**config.mk**
```make
export PLATFORM = sky130hd
export DESIGN_NAME = vram_frame_reader
export DESIGN_NICKNAME = d
export VERILOG_FILES = /design/src/rtl/vram_reader_pkg.sv /design/src/rtl/reader_skid_fifo.sv /design/src/rtl/vram_frame_reader.sv
export SDC_FILE = /design/constraint.sdc
export NUM_CORES = 1
export LEC_CHECK = 0
export CORE_ASPECT_RATIO = 2
export CORE_MARGIN = 8
export CORE_UTILIZATION = 40
export DETAILED_ROUTE_END_ITERATION = 10
export HOLD_SLACK_MARGIN = 0.1
export SLEW_MARGIN = 5
export SYNTH_ARGS = -nofsm -noshare
export SYNTH_HDL_FRONTEND = slang
export SYNTH_SLANG_ARGS = --single-unit
```
**constraint.sdc**
```tcl
create_clock -name clk -period 3.2 [get_ports clk]
set_clock_uncertainty 0.05 [all_clocks]
set_input_delay 0.32 -clock clk [delete_from_list [all_inputs] [get_ports clk]]
set_output_delay 0.32 -clock clk [all_outputs]
set_load 0.01 [all_outputs]
```
**src/rtl/vram_reader_pkg.sv**
```systemverilog
// rtl/vram_reader_pkg.sv - shared types and sizing helpers for the VRAM frame reader
package vram_reader_pkg;

  // Widest pixel a beat can carry; narrower pixels are zero-extended into it.
  localparam int PIX_MAX_W = 32;

  typedef enum logic [1:0] {
    IDLE,
    ISSUE,
    DRAIN,
    DONE
  } state_t;

  typedef struct packed {
    logic [PIX_MAX_W-1:0] data;
    logic                 eol;
    logic                 eof;
  } pix_beat_t;

  localparam int BEAT_W = $bits(pix_beat_t);

  // One slot per read in flight plus two so a full-rate stream never starves.
  function automatic int fifo_depth(input int read_latency);
    return read_latency + 2;
  endfunction

  function automatic int clog2_min1(input int n);
    return (n > 1) ? $clog2(n) : 1;
  endfunction

endpackage

```
**src/rtl/reader_skid_fifo.sv**
```systemverilog
// rtl/reader_skid_fifo.sv - synchronous FIFO of pixel beats with occupancy count
// Simultaneous push and pop are legal and leave the count unchanged.
module reader_skid_fifo
  import vram_reader_pkg::*;
#(
  parameter int DEPTH = 3,
  parameter int CNT_W = 2
) (
  input  logic              i_clk,
  input  logic              i_reset,
  input  logic              i_push,
  input  logic [BEAT_W-1:0] i_beat,
  input  logic              i_pop,
  output logic [BEAT_W-1:0] o_head,
  output logic              o_empty,
  output logic [CNT_W-1:0]  o_count
);

  localparam int PTR_W = clog2_min1(DEPTH);
  localparam logic [PTR_W-1:0] PTR_LAST = PTR_W'(DEPTH - 1);

  pix_beat_t        r_mem [DEPTH];
  logic [PTR_W-1:0] r_wr_ptr;
  logic [PTR_W-1:0] r_rd_ptr;
  logic [CNT_W-1:0] r_count;
  logic             w_do_push;
  logic             w_do_pop;

  assign w_do_pop  = i_pop && (r_count != '0);
  assign w_do_push = i_push && ((r_count != CNT_W'(DEPTH)) || w_do_pop);

  always_ff @(posedge i_clk) begin
    if (w_do_push) begin
      r_mem[r_wr_ptr] <= pix_beat_t'(i_beat);
    end
  end

  always_ff @(posedge i_clk) begin
    if (i_reset) begin
      r_wr_ptr <= '0;
      r_rd_ptr <= '0;
      r_count  <= '0;
    end else begin
      if (w_do_push) begin
        r_wr_ptr <= (r_wr_ptr == PTR_LAST) ? '0 : r_wr_ptr + PTR_W'(1);
      end
      if (w_do_pop) begin
        r_rd_ptr <= (r_rd_ptr == PTR_LAST) ? '0 : r_rd_ptr + PTR_W'(1);
      end
      case ({w_do_push, w_do_pop})
        2'b10:   r_count <= r_count + CNT_W'(1);
        2'b01:   r_count <= r_count - CNT_W'(1);
        default: r_count <= r_count;
      endcase
    end
  end

  assign o_head  = r_mem[r_rd_ptr];
  assign o_empty = (r_count == '0);
  assign o_count = r_count;

endmodule

```
**src/rtl/vram_frame_reader.sv**
```systemverilog
// rtl/vram_frame_reader.sv - streams one VRAM frame in raster order over valid/ready
// Optional frame_sum checksum port enabled by defining VRAM_READER_CHECKSUM_EN.
module vram_frame_reader
  import vram_reader_pkg::*;
#(
  parameter int ADDR_W       = 32,
  parameter int DATA_W       = 8,
  parameter int FRAME_W      = 256,
  parameter int FRAME_H      = 256,
  parameter int NUM_BUFS     = 2,
  parameter int READ_LATENCY = 1
) (
  input  logic                             clk,
  input  logic                             reset,
  input  logic                             start,
  input  logic [clog2_min1(NUM_BUFS)-1:0]  buf_sel,
  output logic                             mem_rd,
  output logic [ADDR_W-1:0]                mem_addr,
  input  logic [DATA_W-1:0]                mem_rdata,
  output logic                             pix_valid,
  input  logic                             pix_ready,
  output logic [DATA_W-1:0]                pix_data,
  output logic                             pix_eol,
  output logic                             pix_eof,
  output logic                             busy,
  output logic                             done
`ifdef VRAM_READER_CHECKSUM_EN
  ,
  output logic [31:0]                      frame_sum
`endif
);

  localparam int BUF_W = clog2_min1(NUM_BUFS);
  localparam int X_W   = clog2_min1(FRAME_W);
  localparam int Y_W   = clog2_min1(FRAME_H);
  localparam int DEPTH = fifo_depth(READ_LATENCY);
  localparam int CNT_W = clog2_min1(DEPTH + 1);
  localparam logic [ADDR_W-1:0] FRAME_PIX = ADDR_W'(FRAME_W * FRAME_H);
  localparam logic [X_W-1:0]    X_LAST    = X_W'(FRAME_W - 1);
  localparam logic [Y_W-1:0]    Y_LAST    = Y_W'(FRAME_H - 1);

  state_t                  r_state;
  state_t                  w_state_nxt;
  logic [BUF_W-1:0]        r_buf;
  logic [X_W-1:0]          r_x;
  logic [Y_W-1:0]          r_y;
  logic [ADDR_W-1:0]       r_idx;
  logic [READ_LATENCY-1:0] r_tag_v;
  logic [READ_LATENCY-1:0] r_tag_eol;
  logic [READ_LATENCY-1:0] r_tag_eof;
  logic [CNT_W-1:0]        r_inflight;

  logic [BUF_W-1:0]        w_cur_buf;
  logic [X_W-1:0]          w_cur_x;
  logic [Y_W-1:0]          w_cur_y;
  logic [ADDR_W-1:0]       w_cur_idx;
  logic                    w_cur_eol;
  logic                    w_cur_eof;
  logic                    w_start_ok;
  logic                    w_credit;
  logic                    w_issue;
  logic                    w_ret;
  logic                    w_pop;
  logic [BEAT_W-1:0]       w_push_beat;
  logic [BEAT_W-1:0]       w_fifo_head;
  logic                    w_fifo_empty;
  logic [CNT_W-1:0]        w_fifo_count;
  pix_beat_t               w_head;

  // The first read goes out in the start cycle itself, so the counters are
  // taken as zero and buf_sel is used directly while still in IDLE.
  always_comb begin
    w_cur_buf = r_buf;
    w_cur_x   = r_x;
    w_cur_y   = r_y;
    w_cur_idx = r_idx;
    if (r_state == IDLE) begin
      w_cur_buf = buf_sel;
      w_cur_x   = '0;
      w_cur_y   = '0;
      w_cur_idx = '0;
    end
  end

  assign w_cur_eol  = (w_cur_x == X_LAST);
  assign w_cur_eof  = w_cur_eol && (w_cur_y == Y_LAST);
  assign w_start_ok = (r_state == IDLE) && start;
  assign w_credit   = ({1'b0, r_inflight} + {1'b0, w_fifo_count}) < (CNT_W + 1)'(DEPTH);
  assign w_issue    = w_credit && (w_start_ok || (r_state == ISSUE));

  assign mem_rd   = w_issue;
  assign mem_addr = w_issue ? (ADDR_W'(w_cur_buf) * FRAME_PIX + w_cur_idx) : '0;

  always_comb begin
    w_state_nxt = r_state;
    busy        = 1'b0;
    done        = 1'b0;
    case (r_state)
      IDLE: begin
        if (start) begin
          w_state_nxt = w_cur_eof ? DRAIN : ISSUE;
        end
      end
      ISSUE: begin
        busy = 1'b1;
        if (w_issue && w_cur_eof) begin
          w_state_nxt = DRAIN;
        end
      end
      DRAIN: begin
        busy = 1'b1;
        if ((r_inflight == '0) &&
            ((w_fifo_count == '0) || ((w_fifo_count == CNT_W'(1)) && w_pop))) begin
          w_state_nxt = DONE;
        end
      end
      DONE: begin
        done        = 1'b1;
        w_state_nxt = IDLE;
      end
      default: w_state_nxt = IDLE;
    endcase
  end

  always_ff @(posedge clk) begin
    if (reset) begin
      r_state    <= IDLE;
      r_buf      <= '0;
      r_x        <= '0;
      r_y        <= '0;
      r_idx      <= '0;
      r_tag_v    <= '0;
      r_tag_eol  <= '0;
      r_tag_eof  <= '0;
      r_inflight <= '0;
    end else begin
      r_state <= w_state_nxt;
      if (w_start_ok) begin
        r_buf <= buf_sel;
      end
      if (w_issue) begin
        r_x   <= w_cur_eol ? '0 : w_cur_x + X_W'(1);
        r_y   <= w_cur_eol ? w_cur_y + Y_W'(1) : w_cur_y;
        r_idx <= w_cur_idx + ADDR_W'(1);
      end
      r_tag_v[0]   <= w_issue;
      r_tag_eol[0] <= w_issue && w_cur_eol;
      r_tag_eof[0] <= w_issue && w_cur_eof;
      for (int i = 1; i < READ_LATENCY; i++) begin
        r_tag_v[i]   <= r_tag_v[i-1];
        r_tag_eol[i] <= r_tag_eol[i-1];
        r_tag_eof[i] <= r_tag_eof[i-1];
      end
      r_inflight <= r_inflight + CNT_W'(w_issue) - CNT_W'(w_ret);
    end
  end

  assign w_ret       = r_tag_v[READ_LATENCY-1];
  assign w_push_beat = {PIX_MAX_W'(mem_rdata), r_tag_eol[READ_LATENCY-1], r_tag_eof[READ_LATENCY-1]};

  reader_skid_fifo #(
    .DEPTH (DEPTH),
    .CNT_W (CNT_W)
  ) u_fifo (
    .i_clk   (clk),
    .i_reset (reset),
    .i_push  (w_ret),
    .i_beat  (w_push_beat),
    .i_pop   (w_pop),
    .o_head  (w_fifo_head),
    .o_empty (w_fifo_empty),
    .o_count (w_fifo_count)
  );

  // Outputs are forced to zero while empty so reset leaves every port at 0.
  assign w_head    = pix_beat_t'(w_fifo_head);
  assign pix_valid = !w_fifo_empty;
  assign w_pop     = pix_valid && pix_ready;
  assign pix_data  = pix_valid ? DATA_W'(w_head.data) : '0;
  assign pix_eol   = pix_valid && w_head.eol;
  assign pix_eof   = pix_valid && w_head.eof;

`ifdef VRAM_READER_CHECKSUM_EN
  logic [31:0] r_sum;

  always_ff @(posedge clk) begin
    if (reset || w_start_ok) begin
      r_sum <= '0;
    end else if (w_pop) begin
      r_sum <= r_sum + 32'(pix_data);
    end
  end

  assign frame_sum = r_sum;
`endif

endmodule

```
# Word-level counts from Yosys, hierarchy flattened

Memories as Yosys holds them, arrays and structs flattened. A register that Yosys moved wholly into a read port is not among the register bits.
Index checks and enable logic that the tools add are counted.

Flip-flop bits (word level): 62
Bits in writable memories: 30
Input bits: 13
Word-level logic and storage cells: 84
Memories: 1

$add $sub $neg: 11
Magnitude comparators: 1
Eq/ne operators: 14
Mux-type cells: 22
Reduce and logical (&&, ||, !) cells: 23

Memory list:

| name         | depth | bits a word | read ports | clocked after Yosys merged registers in | write ports | RTL line               | text |
|---|---|---|---|---|---|---|---|
| u_fifo.r_mem | 3     | 10          | 1          | 1                                       | 1           | reader_skid_fifo.sv:22 | `pix_beat_t r_mem [DEPTH];` |

Operators by type and width:

| kind                    | number |
|---|---|
| $mux W32                | 2 |
| $mux W8                 | 5 |
| $add A17 B32 Y32        | 1 |
| $add A32 B1 Y32 const B | 1 |
| $add A8 B1 Y8 const B   | 2 |
| $eq A8 B8 Y1 const B    | 2 |
| $mux W2                 | 8 |
| $logic_and A1 B1 Y1     | 12 |
| $eq A2 B2 Y1 const B    | 5 |
| $pmux W2 S4             | 1 |
| $add A2 B1 Y2 const B   | 3 |
| $eq A2 B1 Y1 const B    | 3 |
| $logic_not A2 Y1        | 3 |
| $ne A2 B2 Y1 const B    | 3 |
| $mux W1                 | 5 |
| $pmux W2 S2             | 1 |
| $reduce_bool A2 Y1      | 2 |
| $add A2 B2 Y3           | 1 |
| $logic_or A1 B1 Y1      | 3 |
| $lt A3 B2 Y1 const B    | 1 |
| $reduce_and A3 Y1       | 1 |
| $add A2 B1 Y2           | 1 |
| $ne A2 B1 Y1 const B    | 1 |
| $reduce_or A2 Y1        | 1 |
| 3 further kinds         | 3 |

# Logic depth before layout (Yosys ltp)

Word-level depth: 8
Gate-level depth with buffers: 15
Gate-level depth less buffers: 10

# Cells and area by module

From an unflattened synthesis, not the netlist that was laid out.

Cell total of the unflattened synthesis: 719
Area, all modules: 7790.0 µm²

By module, submodules not included:

| module            | times used | cells an instance | area an instance (µm²) |
|---|---|---|---|
| reader_skid_fifo  | 1          | 250               | 4093.9 |
| vram_frame_reader | 1          | 469               | 3696.0 |

# Least setup slack after synthesis

Ideal clock, no wire load.

Path type: register -> output
Start: register r_state[0]
End: output port mem_addr[30]
Data arrival time: 2.877 ns
Data required time: 2.830 ns
Slack: -0.047 ns
Stages on the path, launching flop included: 15
Buffers on the path: 5
Cells stage by stage: dfxtp_1 inv_1 ha_1 buf_2 buf_4 clkbuf_1 buf_2 mux2_2 ha_1 ha_1 and3_1 clkbuf_1 nand3_1 xnor2_1 nor2_1

Longest elaborated chain between the ends: 5
Elaborated cells on any way between the ends: 9
Classes of those cells: add/sub (1); eq/ne (1); mux (3); reduce/logical (4)

RTL lines:

| element                                                  | RTL line                 | text |
|---|---|---|
| from (decl)                                              | vram_frame_reader.sv:42  | `state_t r_state;` |
| from (signal assigned)                                   | vram_frame_reader.sv:137 | `r_state <= w_state_nxt;` |
| branches (longest 4 deep; another with $add A17 B32 Y32) | -                        |  |
| $mux W32 *                                               | vram_frame_reader.sv:92  | `assign mem_addr = w_issue ? (ADDR_W'(w_cur_buf) * FRAME_PIX + w_cur_idx) : '0;` |
| to (decl)                                                | vram_frame_reader.sv:18  | `output logic [ADDR_W-1:0] mem_addr,` |

Every way passes the cells marked *.

# Worst setup path after layout

Start: register r_inflight[0]
End: output port mem_addr[18]

Longest elaborated chain between the ends: 4

RTL lines:

| element                | RTL line                 | text |
|---|---|---|
| from (decl)            | vram_frame_reader.sv:51  | `logic [CNT_W-1:0] r_inflight;` |
| from (signal assigned) | vram_frame_reader.sv:154 | `r_inflight <= r_inflight + CNT_W'(w_issue) - CNT_W'(w_ret);` |
| $add A2 B2 Y3          | vram_frame_reader.sv:88  | `assign w_credit = ({1'b0, r_inflight} + {1'b0, w_fifo_count}) < (CNT_W + 1)'(DEPTH);` |
| $lt A3 B2 Y1           | vram_frame_reader.sv:88  |  |
| $logic_and A1 B1 Y1    | vram_frame_reader.sv:89  | `assign w_issue = w_credit && (w_start_ok \|\| (r_state == ISSUE));` |
| $mux W32               | vram_frame_reader.sv:92  |  |

Every way passes these cells.

==> impl_metrics.json <==
{
  "status": "completed",
  "tritoncts": "yes",
  "die_x_um": 96.6,
  "synth_warnings": 0,
  "insertion_delay_ns": 0.35,
  "yosysTopAreaCell": "dfxtp_1",
  "synthToLayoutAreaGrowth_pct": 22.1,
  "globalplace.congestion": 0.799,
  "cts-root-buf": "clkbuf_16",
  "setup_violations": 0,
  "synthTopCellsByCount": "nor2_1 (82), dfxtp_1 (64), nand2_1 (59)",
  "cts.sink_count": 94,
  "crit_fanout": 28,
  "cp-start-kind": "flop",
  "nFillCells": 1286,
  "die_h_um": 177,
  "met1_usage_pct": 18.3,
  "dr.first_iter.drc_count": 284,
  "place_ws_ns": 0.167,
  "syn_nets": 620,
  "yosys.area.top_type_share_pct": 24.6,
  "start_util_pct": 40.5,
  "crit_slowest_cell": "clkdlybuf4s50_1",
  "finalCritPeriodShare_pct": 96.2,
  "synth.area.top_cells": "dfxtp_1 (25%), edfxtp_1 (17%), nor2_1 (5.9%)",
  "synthMuxAreaShare_pct": 3.17,
  "io_pins": 59,
  "swShare_pct": 38.1,
  "synth-main-ff-cell": "dfxtp_1",
  "critPathBufInv": 2,
  "dr.pass1.iters": 5,
  "syn_area_per_cell_um2": 8.83,
  "netlist_area_mm2": 0.00520,
  "combPwrFrac_pct": 39.8,
  "die-area_mm2": 0.0171,
  "routed_via_density": 5.35,
  "grtUsageMet3_pct": 3.25,
  "fmax_ghz": 0.325,
  "min_path_type": "reg -> reg",
  "ys_ff_latch": 94,
  "crit_path_max_incr_delay_ns": 0.56,
  "hold_viol": 0,
  "finish.utilization_pct": 49.5,
  "cts-hold-fix-buffers": 0,
  "yosysUniqueCellTypes": 63,
  "yosysMostFrequentCell": "nor2_1",
  "design_area_mm2": 0.00635,
  "crit_required_ns": 2.83,
  "grt_pass1_wl_um": 21600,
  "cts_buffers": 9,
  "core_mm2": 0.0128,
  "fin_nets": 686,
  "pwr_density_cell_mw_per_mm2": 660,
  "clockBufferDepth": 2,
  "drv_slew": 0,
  "met2_usage_pct": 25.0,
  "grt-ovfl-total": 0,
  "yosysSeqAreaShare_pct": 41.9,
  "relSlewSlack_pct": 47.3,
  "fin_ws_ns": 0.120,
  "finalCriticalPeriod_ns": 3.08,
  "port_buffers": 58,
  "grt_util_all_layers_pct": 15.0,
  "synth-async-reset-ratio_pct": 0,
  "path_class": "reg -> out",
  "intPower_mw": 2.60,
  "p_leak_nw": 2.43,
  "worst_pin_slew_ns": 0.791,
  "cp_cell_sequence": "ha_1 > fa_1 > a21oi_4 > o21ai_2 > buf_4 > nor2_1 > clkdlybuf4s50_1",
  "placement_rows": 59,
  "r2r_setup_slack_ns": 0.30,
  "p_seq_share_pct": 34.6,
  "rsz0062_at_grt": "false",
  "placed_cell_area_mm2": 0.00598,
  "htree_levels": 3,
  "remaining_drc_errors": 0,
  "antenna-diode-count": 0,
  "crit_family": "buffers and inverters",
  "dp_hpwl_um": 8660,
  "wl_um": 12500,
  "synth-adder-area-share_pct": 4.47,
  "seq_area_mm2": 0.00218,
  "layout-drive-gt1-share_pct": 12.1,
  "via_count": 4342,
  "synth_cells": 589,
  "synthXorXnorAreaFrac_pct": 5.89,
  "totalPowerFinal_mw": 4.19,
  "antenna_found_initial": 0,
  "routedWlPerCell_um": 15.3,
  "worstPathArrival_ns": 2.71,
  "grt_busiest_layer": "met2",
  "max_cap_violations": 0,
  "synth-compound-area-share_pct": 10.8,
  "grt_start_max_net_pins": 40,
  "synth_top_family_by_area": "simple AND/OR/NAND/NOR gates",
  "setup_tns_ns": 0,
  "power.switching_mw": 1.60,
  "vdd_drop_max_mv": 0.479,
  "grt_pass1_vias": 4407,
  "synth_edf_count": 30,
  "worst_setup_path_end_kind": "output port",
  "yosys.area_share.simple_pct": 28.8,
  "drtAntennaViolNets": 0,
  "clkTransAtPathRegs_ns": 0.08,
  "multi_input_area_mm2": 0.00279,
  "clockPowerShare_pct": 25.6
}
## layout by cell type, fill, tap and decap left out, drive strengths merged, types with 5 or more instances in the layout
master	instances
ha	17
or3	10
and2	6
nand2	59
and4	6
a21oi	44
mux2i	12
nand3	19
clkbuf	9
nor2	82
and3	20
clkdlybuf4s50	46
nand4b	6
edfxtp	30
nor4	8
xor2	13
dfxtp	64
buf	32
inv	22
nor2b	18
a31oi	6
nand4	18
a211oi	5
nor3	14
o21ai	14
xnor2	22
dlygate4sd2	7
## power groups by stage
stage	Clock, mW	Combinational, mW	Sequential [mW]
2_1_floorplan	0	1.08	1.43
3_3_place_gp	0	1.60	1.47
3_5_place_dp	0	1.61	1.48
4_1_cts	1.10	1.65	1.45
5_1_grt	1.14	1.87	1.47
6_report	1.07	1.67	1.45
## flip-flops by register name, indices dropped and copies added (netlist names), named ones only
register         flops
r_idx               32
u_fifo.r_mem        30
r_x                  8
r_y                  8
r_inflight           2
r_state              2
u_fifo.o_count       2
u_fifo.r_rd_ptr      2
u_fifo.r_wr_ptr      2
r_buf                1
r_tag_eof            1
r_tag_eol            1
r_tag_v              1
## final cells by class
| class | count | area share [%] |
|---|---|---|
| clock inverters | 7 | 1.14 |
| clock buffers | 9 | 3.54 |
| inverters | 18 | 1.12 |
| repair buffers | 89 | 12.9 |
| well taps | 152 | 2.99 |
| multi-input cells | 443 | 43.9 |
| flip-flops and latches | 94 | 34.4 |
## cell families (layout without fill, tap and decap cells)
family | after synthesis | in the layout
xor+xnor | 35 | 35
simple gates | 283 | 283
buf+inv | 52 | 123
flops | 94 | 94
mux | 16 | 16
fa+ha+maj | 18 | 18
compound gates | 91 | 91
## per-layer routing
metal  up-vias  part of all wire (%)  routed length (µm)
li1       2205                     -                   -
met1      2047                    46                5740
met2        76                    48                6020
met3        14                   4.1                 507
met4         0                   1.6                 195
met5         -                     0                   0
## worst reg2reg max path, cell delays in order, from the launching register on
cell,delay [ns]
dfxtp_2,0.36
inv_1,0.09
ha_2,0.21
buf_4,0.17
buf_4,0.19
nor2b_1,0.14
ha_1,0.18
inv_1,0.04
or3_1,0.52
nor4_4,0.24
buf_4,0.22
mux2_2,0.35
nor2_1,0.08
## repair_timing
item                                    4_1_cts  5_1_grt
endpoints found under the setup margin       12       14
resized for setup                            12        8
buffers inserted                              4        3
pin swaps                                     4        0
## stage by stage
step / hold slack, ns / std cells
after floorplan: 0.369 / 589
after global placement: 0.388 / 789
after detailed placement: 0.388 / 789
after CTS: 0.404 / 809
after global routing: 0.419 / 812
final: 0.404 / 812
## path summary, 6_finish.rpt
path | endpoint | startpoint | cells past startpoint
hold / removal | u_fifo.r_mem[0][1] | r_tag_eol | 0
setup / recovery | mem_addr[18] | r_inflight[0] | 7
hold reg to reg | u_fifo.r_mem[0][1] | r_tag_eol | 0
setup reg to reg | r_idx[20] | r_state[0] | 12
Note: power is estimated with default switching activity, not from simulation.
